<file path="config.mk">
export PLATFORM = sky130hd
export DESIGN_NAME = pipeline_hazard_ctrl_flat
export DESIGN_NICKNAME = d
export VERILOG_FILES = /design/src/rtl/pipeline_hazard_ctrl_if.sv /design/src/rtl/pipeline_hazard_ctrl.sv /design/src/flat_wrapper.sv
export SDC_FILE = /design/constraint.sdc
export NUM_CORES = 1
export LEC_CHECK = 0
export ABC_AREA = 0
export CAP_MARGIN = 20
export CORE_MARGIN = 5
export CORE_UTILIZATION = 40
export DETAILED_ROUTE_END_ITERATION = 10
export GPL_ROUTABILITY_DRIVEN = 0
export GPL_TIMING_DRIVEN = 0
export PLACE_DENSITY = 0.67
export SLEW_MARGIN = 20
export SYNTH_ARGS = -nofsm -noshare
export SYNTH_HDL_FRONTEND = slang
export SYNTH_SLANG_ARGS = --single-unit
</file>
<file path="constraint.sdc">
create_clock -name clk -period 4.1 [get_ports clk]
set_input_delay 0.82 -clock clk [delete_from_list [all_inputs] [get_ports clk]]
set_output_delay 0.82 -clock clk [all_outputs]
set_load 0.01 [all_outputs]
</file>
<file path="src/rtl/pipeline_hazard_ctrl_if.sv">
// Pipeline-side signals of the hazard controller: ID/EX hazard inputs in, stage controls and debug counters out.
interface pipeline_hazard_ctrl_if #(
    parameter int CNT_W = 16
);
    logic [2:0]       id_r1_addr;
    logic [2:0]       id_r2_addr;
    logic             id_uses_r1;
    logic             id_uses_r2;
    logic             id_uses_flags;
    logic             id_branch_taken;
    logic             id_halt;
    logic [2:0]       ex_dest;
    logic             ex_reg_write;
    logic             ex_is_load;
    logic             ex_flag_write;
    logic             pc_en;
    logic             if_id_en;
    logic             if_id_flush;
    logic             id_ex_bubble;
    logic             halted;
    logic             busy_init;
    logic [CNT_W-1:0] stall_cnt;
    logic [CNT_W-1:0] flush_cnt;

    modport master (
        output id_r1_addr, id_r2_addr, id_uses_r1, id_uses_r2, id_uses_flags,
               id_branch_taken, id_halt, ex_dest, ex_reg_write, ex_is_load, ex_flag_write,
        input  pc_en, if_id_en, if_id_flush, id_ex_bubble, halted, busy_init,
               stall_cnt, flush_cnt
    );

    modport slave (
        input  id_r1_addr, id_r2_addr, id_uses_r1, id_uses_r2, id_uses_flags,
               id_branch_taken, id_halt, ex_dest, ex_reg_write, ex_is_load, ex_flag_write,
        output pc_en, if_id_en, if_id_flush, id_ex_bubble, halted, busy_init,
               stall_cnt, flush_cnt
    );
endinterface

</file>
<file path="src/rtl/pipeline_hazard_ctrl.sv">
// Sequencing controller for the 5-stage pipeline: start-up hold, load/flag-use stalls,
// branch squash, halt parking and saturating stall/flush event counters.
//
// state | meaning
// INIT  | pipeline frozen for INIT_CYCLES edges after reset or init
// RUN   | normal flow; Mealy stall / flush / halt decisions from ID and EX
// HALT  | core parked; only init or rst leaves
module pipeline_hazard_ctrl #(
    parameter int INIT_CYCLES = 8,
    parameter int CNT_W       = 16
) (
    input  logic                  clk,
    input  logic                  rst,
    input  logic                  init,
    pipeline_hazard_ctrl_if.slave bus
);
    localparam int ICW = (INIT_CYCLES > 1) ? $clog2(INIT_CYCLES) : 1;
    localparam logic [ICW-1:0]   INIT_LOAD = ICW'(INIT_CYCLES - 1);
    localparam logic [CNT_W-1:0] CNT_MAX   = '1;

    typedef enum logic [1:0] {
        ST_INIT = 2'd0,
        ST_RUN  = 2'd1,
        ST_HALT = 2'd2
    } state_t;

    state_t           state, state_nxt;
    logic [ICW-1:0]   init_cnt, init_cnt_nxt;
    logic [CNT_W-1:0] stall_cnt, stall_cnt_nxt;
    logic [CNT_W-1:0] flush_cnt, flush_cnt_nxt;

    logic src1_hit, src2_hit;
    logic load_hz, flag_hz, stall;

    logic pc_en, if_id_en, if_id_flush, id_ex_bubble, halted, busy_init;

    // Register 0 is compared like any other address.
    always_comb begin
        src1_hit = bus.id_uses_r1 && (bus.id_r1_addr == bus.ex_dest);
        src2_hit = bus.id_uses_r2 && (bus.id_r2_addr == bus.ex_dest);
        load_hz  = bus.ex_is_load && bus.ex_reg_write && (src1_hit || src2_hit);
        flag_hz  = bus.id_uses_flags && bus.ex_flag_write;
        stall    = load_hz || flag_hz;
    end

    always_ff @(posedge clk or negedge rst) begin
        if (!rst) begin
            state     <= ST_INIT;
            init_cnt  <= INIT_LOAD;
            stall_cnt <= '0;
            flush_cnt <= '0;
        end else begin
            state     <= state_nxt;
            init_cnt  <= init_cnt_nxt;
            stall_cnt <= stall_cnt_nxt;
            flush_cnt <= flush_cnt_nxt;
        end
    end

    always_comb begin
        state_nxt     = state;
        init_cnt_nxt  = init_cnt;
        stall_cnt_nxt = stall_cnt;
        flush_cnt_nxt = flush_cnt;
        if (init) begin
            state_nxt     = ST_INIT;
            init_cnt_nxt  = INIT_LOAD;
            stall_cnt_nxt = '0;
            flush_cnt_nxt = '0;
        end else begin
            case (state)
                ST_INIT: begin
                    if (init_cnt == '0) begin
                        state_nxt = ST_RUN;
                    end else begin
                        init_cnt_nxt = init_cnt - ICW'(1);
                    end
                end
                ST_RUN: begin
                    // Stall outranks branch and halt; those are re-seen next cycle.
                    if (stall) begin
                        if (stall_cnt != CNT_MAX) begin
                            stall_cnt_nxt = stall_cnt + CNT_W'(1);
                        end
                    end else if (bus.id_branch_taken) begin
                        if (flush_cnt != CNT_MAX) begin
                            flush_cnt_nxt = flush_cnt + CNT_W'(1);
                        end
                    end else if (bus.id_halt) begin
                        state_nxt = ST_HALT;
                    end
                end
                ST_HALT: begin
                    state_nxt = ST_HALT;
                end
                default: begin
                    state_nxt = ST_INIT;
                end
            endcase
        end
    end

    always_comb begin
        pc_en        = 1'b0;
        if_id_en     = 1'b0;
        if_id_flush  = 1'b0;
        id_ex_bubble = 1'b1;
        halted       = 1'b0;
        busy_init    = 1'b0;
        case (state)
            ST_INIT: begin
                busy_init = 1'b1;
            end
            ST_RUN: begin
                if (stall) begin
                    id_ex_bubble = 1'b1;
                end else if (bus.id_branch_taken) begin
                    pc_en        = 1'b1;
                    if_id_en     = 1'b1;
                    if_id_flush  = 1'b1;
                    id_ex_bubble = 1'b0;
                end else if (bus.id_halt) begin
                    id_ex_bubble = 1'b1;
                end else begin
                    pc_en        = 1'b1;
                    if_id_en     = 1'b1;
                    id_ex_bubble = 1'b0;
                end
            end
            ST_HALT: begin
                halted = 1'b1;
            end
            default: begin
                busy_init = 1'b1;
            end
        endcase
    end

    assign bus.pc_en        = pc_en;
    assign bus.if_id_en     = if_id_en;
    assign bus.if_id_flush  = if_id_flush;
    assign bus.id_ex_bubble = id_ex_bubble;
    assign bus.halted       = halted;
    assign bus.busy_init    = busy_init;
    assign bus.stall_cnt    = stall_cnt;
    assign bus.flush_cnt    = flush_cnt;
endmodule

</file>
<file path="src/flat_wrapper.sv">
// flat-port wrapper written by rule: the top's interface ports become plain ports
module pipeline_hazard_ctrl_flat 
#(
    parameter int INIT_CYCLES = 8,
    parameter int CNT_W       = 16
)
  (clk, rst, init, bus_id_r1_addr, bus_id_r2_addr, bus_id_uses_r1, bus_id_uses_r2, bus_id_uses_flags, bus_id_branch_taken, bus_id_halt, bus_ex_dest, bus_ex_reg_write, bus_ex_is_load, bus_ex_flag_write, bus_pc_en, bus_if_id_en, bus_if_id_flush, bus_id_ex_bubble, bus_halted, bus_busy_init, bus_stall_cnt, bus_flush_cnt);
  pipeline_hazard_ctrl_if #(.CNT_W(CNT_W)) bus_i ();
  input  logic clk;
  input  logic rst;
  input  logic init;
  input wire logic [$bits(bus_i.id_r1_addr)-1:0] bus_id_r1_addr;
  input wire logic [$bits(bus_i.id_r2_addr)-1:0] bus_id_r2_addr;
  input wire logic [$bits(bus_i.id_uses_r1)-1:0] bus_id_uses_r1;
  input wire logic [$bits(bus_i.id_uses_r2)-1:0] bus_id_uses_r2;
  input wire logic [$bits(bus_i.id_uses_flags)-1:0] bus_id_uses_flags;
  input wire logic [$bits(bus_i.id_branch_taken)-1:0] bus_id_branch_taken;
  input wire logic [$bits(bus_i.id_halt)-1:0] bus_id_halt;
  input wire logic [$bits(bus_i.ex_dest)-1:0] bus_ex_dest;
  input wire logic [$bits(bus_i.ex_reg_write)-1:0] bus_ex_reg_write;
  input wire logic [$bits(bus_i.ex_is_load)-1:0] bus_ex_is_load;
  input wire logic [$bits(bus_i.ex_flag_write)-1:0] bus_ex_flag_write;
  output wire logic [$bits(bus_i.pc_en)-1:0] bus_pc_en;
  output wire logic [$bits(bus_i.if_id_en)-1:0] bus_if_id_en;
  output wire logic [$bits(bus_i.if_id_flush)-1:0] bus_if_id_flush;
  output wire logic [$bits(bus_i.id_ex_bubble)-1:0] bus_id_ex_bubble;
  output wire logic [$bits(bus_i.halted)-1:0] bus_halted;
  output wire logic [$bits(bus_i.busy_init)-1:0] bus_busy_init;
  output wire logic [$bits(bus_i.stall_cnt)-1:0] bus_stall_cnt;
  output wire logic [$bits(bus_i.flush_cnt)-1:0] bus_flush_cnt;
  assign bus_i.id_r1_addr = bus_id_r1_addr;
  assign bus_i.id_r2_addr = bus_id_r2_addr;
  assign bus_i.id_uses_r1 = bus_id_uses_r1;
  assign bus_i.id_uses_r2 = bus_id_uses_r2;
  assign bus_i.id_uses_flags = bus_id_uses_flags;
  assign bus_i.id_branch_taken = bus_id_branch_taken;
  assign bus_i.id_halt = bus_id_halt;
  assign bus_i.ex_dest = bus_ex_dest;
  assign bus_i.ex_reg_write = bus_ex_reg_write;
  assign bus_i.ex_is_load = bus_ex_is_load;
  assign bus_i.ex_flag_write = bus_ex_flag_write;
  assign bus_pc_en = bus_i.pc_en;
  assign bus_if_id_en = bus_i.if_id_en;
  assign bus_if_id_flush = bus_i.if_id_flush;
  assign bus_id_ex_bubble = bus_i.id_ex_bubble;
  assign bus_halted = bus_i.halted;
  assign bus_busy_init = bus_i.busy_init;
  assign bus_stall_cnt = bus_i.stall_cnt;
  assign bus_flush_cnt = bus_i.flush_cnt;
  pipeline_hazard_ctrl #(.INIT_CYCLES(INIT_CYCLES), .CNT_W(CNT_W)) u_core (.clk(clk), .rst(rst), .init(init), .bus(bus_i));
endmodule
</file>
==> impl.org <==
** Status
- Status :: finished clean

** Synth
- Fraction of synthesized area in multiplexers :: 5.69%
- Summing the areas of all compound-gate instances in the mapped netlist gives 15.2% of the synthesized area.
- Synthesis instantiated 45 different standard cells from the library.
- Average cell area after synthesis :: 9.05 um2
- After Yosys synthesis, full adders, half adders and majority gates account for 3.65% of the synthesized area.
- Most frequently used flop master after synthesis :: dfrtp_1
- After Yosys synthesis, and, or, nand and nor cells account for 28.0% of the synthesized area.
- Most area-hungry cell type in the Yosys netlist :: dfrtp_1
- When the netlist entered floorplanning its net count stood at 292.
- Proportion of netlist area held by the largest area contributor :: 35.5%
- After synthesis, flip-flops and latches occupy about two fifths of the total area.
- Number of enable flip-flop cells after synthesis :: 0
- Synthesis handed over a netlist of 265 instances.
- In this run the cell area of the synthesized design comes to roughly 0.0024 mm2.
- Area share of xor/xnor cells in the synthesized design :: between 2 and 3%
- After synthesis, the largest family of logic cells by area is simple AND/OR/NAND/NOR gates.
- Warning count from the yosys run :: 0
- Ranked by total cell area, the synthesized netlist is headed by dfrtp_1 (35%), o31ai_1 (4.4%), or4_1 (4.4%).
- For this run, asynchronously set or reset flops after synthesis account for 100%.
- Number of flip-flops and latches in the synthesized netlist :: 37

** Routing
- Number of routed nets with antenna violations :: 0
- Total via count after detailed routing :: ~2.2k
- For this run, design rule violations remaining after detail routing come to 0.
- The pre-antenna-repair detailed-routing pass consisted of 4 iterations.
- The routed design uses roughly 3300 um of met2 wire.
- Signal routing reaches up to met4.
- Summed over all layers, the routed wires come to roughly 6400 um.
- After detailed routing, the average wire length per cell comes to 15.8 um.
- Total routed wire length on the met1 layer :: between 2000 and 3000 um
- After detailed routing, the number of vias per cell comes to 5.51.
- Iter 0 DRT Violations :: 67
- The routed design uses around 280 um of met3 wire.

** Worst setup path
- STA classifies the critical path startpoint as an input pin.
- In this run the critical register-to-register path is launched from u_core.bus.stall_cnt[0].
- Destination of the worst register-to-register timing path :: u_core.bus.stall_cnt[0]
- Arrival time of the worst setup path :: ~3.0 ns
- Measured in cells, the most critical reg-to-reg path has a length of 7.
- Across all register-to-register paths, the minimum setup slack is 1.77 ns.
- Element type at the critical path end :: primary output
- The setup path with the least slack is of type in2out.
- Required time of the critical path :: 3.28 ns
- Biggest fanout along the worst timing path :: 19

** STA
- Final max-slew violation count :: 0
- Headroom to the max-slew limit came out at 63.3%.
- Clock skew on the completed layout was measured at roughly 0.011 ns.
- Slew at the pin with the worst max-slew slack :: 0.550 ns
- Dividing the final minimum period by the clock period gives 93.3%.
- For this run, the top clock speed supported by timing is 261 MHz.
- The routed design could run at a clock period as short as about 3.8 ns.
- Total count of hold-check failures in the final report :: 0
- Setup repair after global routing left no endpoint under its margin.
- After layout, the worst setup slack is 0.276 ns.
- Count of final setup violators :: 0
- Summed negative setup slack over all endpoints :: 0 ns
- Worst Hold Slack :: 0.433 ns

** Global routing
- Overall routing resource usage :: 18.2%
- Entering global routing, the biggest net connects 24 pins.
- The number of global-route vias before repair came to around 2.3k.
- The first global-routing pass estimated 11,100 um of wire.
- After global routing the overflow that remains totals 0.
- The number of antenna violations at the first check in global routing was 0.

** Clocking
- TritonCTS built the clock tree.
- Cts bufs inserted :: 5
- H-Tree Level Count :: 2
- CTS Root Cell :: clkbuf_8
- After clock tree synthesis, the clock-pin slew on the worst setup and hold paths is 0.08 ns.
- Clk_lat worst skew :: 0.29 ns
- # hold bufs at CTS :: 0
- The longest clock path from root to sink contains 2 buffers.
- Clk sink count :: 37

** Die
- Top Ports :: 58
- Die width :: 87.4 um
- The die covers about 0.0076 mm2.
- The region available for standard cell placement spans 0.00589 mm2.
- The initial utilization of the core area, before any placement, comes to 40.7%.
- Chip Height :: 87.4 um
- Row cnt :: 28

** Layout
- Antenna Cells :: 0
- Final core area utilization :: 54.0%
- At the end of the flow, the number of nets in the layout was 356.
- The area growth from synthesis to layout is 32.5%.
- Of the cells placed in the final design, the portion with a size suffix greater than 1 is 10.3%.
- Leaving out fill and tap cells, the most frequent cell in the layout is clkdlybuf4s50_1.
- Highest-count cells in the layout ignoring fill and taps :: clkdlybuf4s50_1 (56), dfrtp_1 (34), nor2_1 (23)

** Placement
- Summed over all nets, the half-perimeter wirelength after detailed placement is 4920 um.
- Count of input and output buffers :: 57
- OpenSTA, run right after detailed placement, puts the worst setup slack at -0.106 ns.

** Hold path
- Hold Crit Class :: in2async

** Pwr
- The worst-case IR drop observed on VDD is a little over 0.0002 V.
- For this design the static power due to leakage is about 1.2 nW.
- After layout, the design draws a total of 0.000826 W.
- Dividing total power by cell area gives a power density of 260 mW/mm2.

** Flow run
- Max-cap violations in this run came to 0.
==> where the power goes <==
| group | internal (W) | total, W | switching (W) |
|---|---|---|---|
| Clock | 0.000152 | 0.000285 | 0.000133 |
| Sequential | 0.000382 | 0.000388 | 0.00000688 |
| Combinational | 0.0000685 | 0.000152 | 0.0000837 |
==> through the flow <==
stage	instances	cell area, um2
floorplan	265	2400
global placement	397	3060
detailed placement	398	3080
CTS	406	3180
global route	405	3180
finish	405	3180
==> worst max-delay path by stage <==
stage                               from   endpoint  slack [ns]
after floorplan           bus_ex_dest[2]  bus_pc_en        1.08
after CTS                 bus_ex_dest[2]  bus_pc_en        0.06
after global routing      bus_ex_dest[1]  bus_pc_en        0.16
after detailed placement  bus_ex_dest[2]  bus_pc_en       -0.11
after global placement    bus_ex_dest[2]  bus_pc_en       -0.07
final                     bus_ex_dest[2]  bus_pc_en        0.28
==> cells by family (layout without fill, tap and decap cells) <==
family	after synthesis	after routing
flops	37	37
xor+xnor	7	7
buf+inv	27	92
compound gates	54	54
simple gates	121	121
mux	12	12
fa+ha+maj	7	7
==> area by class of cell <==
type,instances,area [um2]
fill,576,2710
multi-input combinational,201,1330
inverter,11,41.3
clock inverter,1,5.00
buffer,15,98.8
tap,75,93.8
timing repair buffer,58,586
sequential,37,930
clock buffer,7,96.3
==> flip-flops by register name, indices dropped and copies added (netlist names) <==
signal / flops
u_core.bus.flush_cnt: 16
u_core.bus.stall_cnt: 16
u_core.init_cnt: 3
u_core.state: 2
==> cell usage after synthesis, types with 5 or more instances <==
| cell type | instances |
|---|---|
| clkbuf_1 | 8 |
| dfrtp_1 | 34 |
| inv_1 | 11 |
| ha_1 | 7 |
| nand2b_1 | 6 |
| nor2b_1 | 11 |
| o31ai_1 | 14 |
| a21oi_1 | 18 |
| o21ai_0 | 7 |
| or4_1 | 14 |
| nand3_1 | 11 |
| nand2_1 | 18 |
| buf_6 | 5 |
| mux2_2 | 7 |
| nor3_1 | 6 |
| nand4_1 | 11 |
| nor2_1 | 23 |
==> routing by layer <==
layer	GRT usage [%]	up-vias
li1	-	1098
met1	22.8	1090
met2	32.1	41
met3	3.41	4
met4	4.18	0
met5	0	-
==> critical path, cell delays in order <==
cell and delay (ns):
clkdlybuf4s50_1 0.45, xor2_1 0.18, o41a_1 0.46, o21ai_2 0.16, buf_6 0.24, nor2_1 0.09
buf_4 0.13, clkdlybuf4s50_1 0.47
==> timing repair <==
action,4_1_cts,5_1_grt
resized for setup,1,0
pin swaps,0,0
endpoints found under the setup margin,2,2
buffers inserted,0,0
gates cloned,0,0
Power figures use the tool's default switching activity.
